File: config.mk
export PLATFORM = sky130hd
export DESIGN_NAME = lsu_controller
export DESIGN_NICKNAME = d
export VERILOG_FILES = /design/src/rtl/lsu_controller.sv
export SDC_FILE = /design/constraint.sdc
export NUM_CORES = 1
export LEC_CHECK = 0
export ABC_CLOCK_PERIOD_IN_PS = 4870
export CORE_AREA = 2 2 126 128
export DETAILED_ROUTE_END_ITERATION = 7
export DIE_AREA = 0 0 128 130
export GPL_TIMING_DRIVEN = 0
export PLACE_DENSITY = 0.73
export SLEW_MARGIN = 20
export SYNTH_ARGS = -nofsm -noshare
export SYNTH_HDL_FRONTEND = slang
export SYNTH_SLANG_ARGS = --single-unit
File: constraint.sdc
create_clock -name clk -period 4.87 [get_ports clk]
set_input_delay 0.487 -clock clk [delete_from_list [all_inputs] [get_ports clk]]
set_output_delay 0.487 -clock clk [all_outputs]
set_load 0.02 [all_outputs]
File: src/rtl/lsu_controller.sv
// -----------------------------------------------------------------------------
// lsu_controller
//
// Load/store unit sequencer that sits between the execute stage and a
// handshake-style data memory. Each access runs through a three-state FSM
// (IDLE -> REQ -> DONE). Request fields are registered on entry to REQ and held
// until the memory acknowledges. Load data is lane-extracted and sign- or
// zero-extended when the acknowledge arrives. A wait counter bounds the time
// spent in REQ and reports a bus error when it expires.
//
// Ports
//   clk         in   1   sole clock, rising edge
//   rst         in   1   asynchronous, active-high reset
//   mem_read    in   1   current instruction is a load
//   mem_write   in   1   current instruction is a store (wins over mem_read)
//   funct3      in   3   size/sign: 000 B, 001 H, 010 W, 100 BU, 101 HU
//   addr        in  32   byte address from the ALU
//   store_data  in  32   rs2 value to be stored
//   dm_rdata    in  32   data memory read word
//   dm_ack      in   1   data memory completion pulse
//   dm_req      out  1   access request to data memory
//   dm_we       out  1   1 = write access
//   dm_addr     out 32   word-aligned address
//   dm_wdata    out 32   lane-replicated store data
//   dm_wmask    out  4   byte-lane write enables
//   load_data   out 32   extended load result for write-back
//   stall       out  1   freeze PC and register-file write
//   misaligned  out  1   misaligned access flag (one cycle, no request issued)
//   bus_err     out  1   one-cycle pulse when the memory fails to acknowledge
//
// Parameter
//   TIMEOUT     number of REQ cycles without dm_ack before the access is
//               abandoned (legal range 1..255, the wait counter is 8 bits)
// -----------------------------------------------------------------------------
module lsu_controller #(
    parameter int TIMEOUT = 255
) (
    input  logic        clk,
    input  logic        rst,
    input  logic        mem_read,
    input  logic        mem_write,
    input  logic [2:0]  funct3,
    input  logic [31:0] addr,
    input  logic [31:0] store_data,
    input  logic [31:0] dm_rdata,
    input  logic        dm_ack,
    output logic        dm_req,
    output logic        dm_we,
    output logic [31:0] dm_addr,
    output logic [31:0] dm_wdata,
    output logic [3:0]  dm_wmask,
    output logic [31:0] load_data,
    output logic        stall,
    output logic        misaligned,
    output logic        bus_err
);

    typedef enum logic [1:0] {
        ST_IDLE = 2'd0,
        ST_REQ  = 2'd1,
        ST_DONE = 2'd2
    } state_t;

    // Access size encoding used internally
    localparam logic [1:0] SZ_BYTE = 2'd0;
    localparam logic [1:0] SZ_HALF = 2'd1;
    localparam logic [1:0] SZ_WORD = 2'd2;

    localparam logic [7:0] TIMEOUT_CNT = 8'(TIMEOUT);

    // -------------------------------------------------------------------------
    // Helper functions
    // -------------------------------------------------------------------------

    // Any funct3 encoding other than the byte and half forms is a word access.
    function automatic logic [1:0] access_size(input logic [2:0] f3);
        logic [1:0] sz;
        case (f3)
            3'b000, 3'b100: sz = SZ_BYTE;
            3'b001, 3'b101: sz = SZ_HALF;
            default:        sz = SZ_WORD;
        endcase
        return sz;
    endfunction

    function automatic logic is_aligned(input logic [1:0] sz, input logic [1:0] off);
        logic ok;
        case (sz)
            SZ_BYTE: ok = 1'b1;
            SZ_HALF: ok = ~off[0];
            default: ok = (off == 2'b00);
        endcase
        return ok;
    endfunction

    function automatic logic [3:0] store_mask(input logic [1:0] sz, input logic [1:0] off);
        logic [3:0] m;
        case (sz)
            SZ_BYTE: m = 4'b0001 << off;
            SZ_HALF: m = off[1] ? 4'b1100 : 4'b0011;
            default: m = 4'b1111;
        endcase
        return m;
    endfunction

    // Replicating the low bytes across the word lets the mask alone pick the lane.
    function automatic logic [31:0] store_wdata(input logic [1:0] sz, input logic [31:0] d);
        logic [31:0] w;
        case (sz)
            SZ_BYTE: w = {4{d[7:0]}};
            SZ_HALF: w = {2{d[15:0]}};
            default: w = d;
        endcase
        return w;
    endfunction

    function automatic logic [31:0] load_extract(input logic [2:0]  f3,
                                                 input logic [1:0]  off,
                                                 input logic [31:0] word);
        logic [7:0]  b;
        logic [15:0] h;
        logic [31:0] r;
        b = word[{off, 3'b000} +: 8];
        h = off[1] ? word[31:16] : word[15:0];
        case (f3)
            3'b000:  r = {{24{b[7]}}, b};
            3'b100:  r = {24'd0, b};
            3'b001:  r = {{16{h[15]}}, h};
            3'b101:  r = {16'd0, h};
            default: r = word;
        endcase
        return r;
    endfunction

    // -------------------------------------------------------------------------
    // State and registered outputs
    // -------------------------------------------------------------------------
    state_t      state_q;
    logic [7:0]  wait_cnt_q;
    logic [7:0]  wait_cnt_d;
    logic        dm_req_q;
    logic        dm_we_q;
    logic [31:0] dm_addr_q;
    logic [31:0] dm_wdata_q;
    logic [3:0]  dm_wmask_q;
    logic [31:0] load_data_q;
    logic        bus_err_q;

    // Context of the in-flight access, needed when the load data returns
    logic [1:0]  off_q;
    logic [2:0]  funct3_q;
    logic        is_load_q;

    // -------------------------------------------------------------------------
    // Decode of the instruction currently presented
    // -------------------------------------------------------------------------
    logic        access_pending;
    logic        is_store;
    logic [1:0]  size;
    logic        aligned;
    logic        issue;
    logic        misalign_now;
    logic        timeout_hit;
    logic [3:0]  wmask_d;
    logic [31:0] wdata_d;
    logic [31:0] load_ext;

    always_comb begin
        access_pending = mem_read | mem_write;
        is_store       = mem_write;
        size           = access_size(funct3);
        aligned        = is_aligned(size, addr[1:0]);
        issue          = (state_q == ST_IDLE) & access_pending & aligned;
        misalign_now   = (state_q == ST_IDLE) & access_pending & ~aligned;
        wmask_d        = store_mask(size, addr[1:0]);
        wdata_d        = store_wdata(size, store_data);
        load_ext       = load_extract(funct3_q, off_q, dm_rdata);
        wait_cnt_d     = wait_cnt_q + 8'd1;
        // Fires on the REQ cycle whose increment would reach TIMEOUT, so the
        // request has been presented for exactly TIMEOUT cycles.
        timeout_hit    = (wait_cnt_d == TIMEOUT_CNT);
    end

    // stall must rise in the same cycle the access is first seen, before the
    // request register has had a chance to load, hence the combinational term.
    assign stall      = ~rst & (issue | (state_q == ST_REQ));
    assign misaligned = ~rst & misalign_now;
    // A rejected access reports a zero result during the cycle it is flagged.
    assign load_data  = misaligned ? 32'd0 : load_data_q;

    assign dm_req   = dm_req_q;
    assign dm_we    = dm_we_q;
    assign dm_addr  = dm_addr_q;
    assign dm_wdata = dm_wdata_q;
    assign dm_wmask = dm_wmask_q;
    assign bus_err  = bus_err_q;

    // -------------------------------------------------------------------------
    // FSM
    // -------------------------------------------------------------------------
    always_ff @(posedge clk or posedge rst) begin
        if (rst) begin
            state_q     <= ST_IDLE;
            wait_cnt_q  <= 8'd0;
            dm_req_q    <= 1'b0;
            dm_we_q     <= 1'b0;
            dm_addr_q   <= 32'd0;
            dm_wdata_q  <= 32'd0;
            dm_wmask_q  <= 4'd0;
            load_data_q <= 32'd0;
            bus_err_q   <= 1'b0;
            off_q       <= 2'd0;
            funct3_q    <= 3'd0;
            is_load_q   <= 1'b0;
        end else begin
            bus_err_q <= 1'b0;
            case (state_q)
                ST_IDLE: begin
                    if (issue) begin
                        state_q    <= ST_REQ;
                        wait_cnt_q <= 8'd0;
                        dm_req_q   <= 1'b1;
                        dm_we_q    <= is_store;
                        dm_addr_q  <= {addr[31:2], 2'b00};
                        dm_wmask_q <= is_store ? wmask_d : 4'd0;
                        dm_wdata_q <= is_store ? wdata_d : 32'd0;
                        off_q      <= addr[1:0];
                        funct3_q   <= funct3;
                        is_load_q  <= ~is_store;
                    end else if (misalign_now && !is_store) begin
                        load_data_q <= 32'd0;
                    end
                end

                ST_REQ: begin
                    // Acknowledge is checked first so it wins over a
                    // simultaneous timeout.
                    if (dm_ack) begin
                        if (is_load_q) begin
                            load_data_q <= load_ext;
                        end
                        dm_req_q   <= 1'b0;
                        dm_we_q    <= 1'b0;
                        dm_wmask_q <= 4'd0;
                        state_q    <= ST_DONE;
                    end else if (timeout_hit) begin
                        dm_req_q    <= 1'b0;
                        dm_we_q     <= 1'b0;
                        dm_wmask_q  <= 4'd0;
                        bus_err_q   <= 1'b1;
                        load_data_q <= 32'd0;
                        state_q     <= ST_DONE;
                    end else begin
                        wait_cnt_q <= wait_cnt_d;
                    end
                end

                // One cycle with stall low lets the pipeline advance, so the
                // same instruction is never re-issued on return to IDLE.
                ST_DONE: begin
                    state_q <= ST_IDLE;
                end

                default: begin
                    state_q <= ST_IDLE;
                end
            endcase
        end
    end

endmodule

==> flow_metrics.tcl <==
set metrics [dict create \
    cts_tree "yes" \
    initial_core_util_pct 39.16 \
    reg2reg_to "load_data_q[27]$_DFFE_PP0P_" \
    hold_start "dm_wdata[20]$_DFFE_PP0P_" \
    critPathSlowestCell "clkdlybuf4s50_1" \
    synth_compound_area_share_pct 11.18 \
    numCtsBuffers 17 \
    fin_tns_setup_ns 0 \
    clockBufferDepth 2 \
    path_cells "clkdlybuf4s50_1 -> inv_6 -> buf_16 -> and3_1 -> clkbuf_1 -> clkbuf_1 -> nor2b_1 -> clkdlybuf4s50_1" \
    ir_drop_mv 0.2846 \
    coreArea_sq_um 15420 \
    rsz0062_at_grt "false" \
    die_w_microns 128 \
    tightest_slew_ns 0.9960 \
    max_freq_mhz 256.1 \
    layout.cells.non_filler 1108 \
    synth_edf_count 0 \
    grt_max_degree 80 \
    crit_type "in -> out" \
    yosys.area_share.simple_pct 23.05 \
    fin_area_sq_um 8920 \
    ys_seq_area_share_pct 48.47 \
    p_per_area_nw_per_um2 592.1 \
    async_reset_ff_share_pct 100.0 \
    globalRoute.totalOverflow 0 \
    port_buffers 204 \
    placed_cell_area_sq_um 8359 \
    power.leakage_nw 4.181 \
    postCtsSetupBuffers 0 \
    final_core_util_pct 57.83 \
    yosys.area_share.xor_xnor_pct 0.2900 \
    design.die.area_sq_um 16640 \
    clk_pin_slew_worst_paths_ns 0.05 \
    clockRootBuffer "clkbuf_16" \
    grt_pass1_wl_microns 28970 \
    worstPathRequired_ns 4.38 \
    slew_headroom_pct 33.03 \
    synth_top_area_share_pct 48.47 \
    cp_max_fo 79 \
    via_per_inst 5.139 \
    vias 5694 \
    ios 209 \
    postSynthAreaPerCell_sq_um 8.870 \
    diodes 0 \
    hold_class "reg -> reg" \
    cts_sinks 117 \
    fp-row-count 46 \
    synth_common_cells "212 x nand2_1, 117 x dfrtp_1, 46 x o21ai_0" \
    dr.pass1.iters 5 \
    drv_cap 0 \
    ctsResizeCount 0 \
    cp-end-kind "output port" \
    reg2reg_from "wait_cnt_q[1]$_DFFE_PP0P_" \
    worst_r2r_path_depth 8 \
    synth_cell_type_count 50 \
    area_growth_pct 47.66 \
    final_layout_size_suffix_gt1_share_pct 9.389 \
    first_global_vias 5536 \
    finalCritPeriodShare_pct 80.18 \
    drt-initial-drc-count 332 \
    antenna_found_initial 0 \
    holdPathEnd "dm_wdata[20]$_DFFE_PP0P_" \
    clk_latency_ns 0.42 \
    setup.worst_path.start_class "input port" \
    ys.warnings.count 0 \
    ys_ff_latch 117 \
    nNetsFinal 1012 \
    hold_violations 0 \
    dpl.cell_count 1079 \
    r2r_slack_ns 2.57 \
    wire_per_inst_microns 16.42 \
    skew_ns 0.008196 \
    whs_path_depth 2 \
    min_period_ns 3.905 \
    grt.total_usage_pct 22.52 \
    crit_arrival_ns 3.42 \
    synth_area_leaders "dfrtp_1 48%, nand2_1 13%, mux2_2 4.1%" \
    synth_top_family_by_area "simple AND/OR/NAND/NOR gates" \
    synthCells 681 \
    synth_area_sq_um 6041 \
    max_stage_delay_ns 0.56 \
    yosysTopAreaCell "dfrtp_1" \
    setup_violations 0 \
    gp_congestion 0.8714 \
    finalMaxSlewViolations 0 \
    synth.most_common_cell "nand2_1" \
    synth_fa_ha_area_share_pct 0.4143 \
    cts_hold_buf 0 \
    muxShareOfSynthArea_pct 11.31 \
    setup_slack_ns 0.9651 \
    die_y_microns 130 \
    ant_nets 0 \
    dp_hpwl_microns 13550 \
    drcViolationCount 0 \
    cts_max_level 4 \
    status "finished, final reports clean" \
    dpl_worst_slack_ns 0.9117 \
    ys.flop_type "dfrtp_1" \
    drt-total-wl_microns 18190 \
]
power breakdown:
part | internal [mW] | switching [mW]
logic | 1.13 | 1.38
registers | 1.36 | 0.218
clock network | 0.770 | 0.413
total | 3.27 | 2.02
stage by stage:
stage,hold WS [ns],power (mW)
after floorplan,0.4725,2.984
after global placement,0.4498,4.075
after detailed placement,0.4564,4.106
after CTS,0.4673,5.315
after global routing,0.4918,5.614
final,0.4640,5.281
worst max path at each step:
stage | depth (start not counted) | from | end
floorplan | 5 | rst | load_data[10]
global placement | 7 | rst | load_data[26]
detailed placement | 8 | rst | load_data[26]
CTS | 8 | rst | load_data[26]
global route | 8 | rst | load_data[18]
finish | 8 | rst | load_data[26]
worst max-delay path: cells and delay by family:
family / cells / cell delay (ns)
buffers and inverters: 6 / 2.55
AND/OR/NAND/NOR: 2 / 0.33
cell usage in the layout, fill, tap and decap left out, drive strengths merged, types with 2 or more instances in the layout:
| cell | Yosys | routed |
|---|---|---|
| nor3 | 9 | 9 |
| mux2i | 9 | 9 |
| xnor2 | 2 | 2 |
| ha | 2 | 2 |
| a211o | 2 | 2 |
| nand3 | 33 | 33 |
| o31ai | 4 | 4 |
| nand2 | 213 | 213 |
| dfrtp | 117 | 117 |
| o2bb2ai | 2 | 2 |
| clkdlybuf4s50 | 0 | 204 |
| and3 | 7 | 7 |
| clkinv | 0 | 3 |
| o221ai | 8 | 8 |
| buf | 9 | 10 |
| nand2b | 3 | 3 |
| o21ai | 47 | 47 |
| a22o | 2 | 2 |
| mux4 | 6 | 6 |
| a21oi | 21 | 21 |
| o21a | 2 | 2 |
| inv | 31 | 31 |
| nand4 | 2 | 2 |
| and2 | 2 | 2 |
| nor2 | 32 | 32 |
| clkbuf | 35 | 60 |
| conb | 1 | 2 |
| a21o | 3 | 3 |
| nor2b | 21 | 21 |
| o22ai | 9 | 9 |
| mux2 | 36 | 36 |
kinds of logic (layout without fill, tap and decap cells):
| logic type | after synthesis | in the layout |
|---|---|---|
| buf+inv | 75 | 309 |
| simple gates | 327 | 327 |
| compound gates | 106 | 106 |
| other cells | 1 | 2 |
| flops | 117 | 117 |
| fa+ha+maj | 2 | 2 |
| xor+xnor | 2 | 2 |
| mux | 51 | 51 |
per-layer routing:
layer / track usage [%] / vias to the layer above / part of all wire, % / routed length (microns)
met5: 0 / - / 0 / 0
met1: 28.92 / 2690 / 43 / 7801
met3: 6.970 / 35 / 8.1 / 1480
met4: 9.114 / 0 / 2.6 / 467
met2: 35.77 / 242 / 46 / 8444
li1: - / 2727 / - / -
cell type report:
cell class              count  area [sq um]
clock inverters             4         45.04
plain buffers              44         198.9
clock buffers              25         515.5
well taps                 192         240.2
repair buffers            205          2069
flip-flops and latches    117          2928
multi-input cells         490          2801
inverters                  31         121.4
fillers                  1421          6505
flip-flops by register name, summed over array words and instances (netlist names):
register,count
off_q,2
dm_wdata,32
dm_req,1
dm_wmask,4
is_load_q,1
funct3_q,3
state_q,2
wait_cnt_q,8
bus_err,1
dm_we,1
load_data_q,32
dm_addr,30
(Power assumes the default switching activity.)
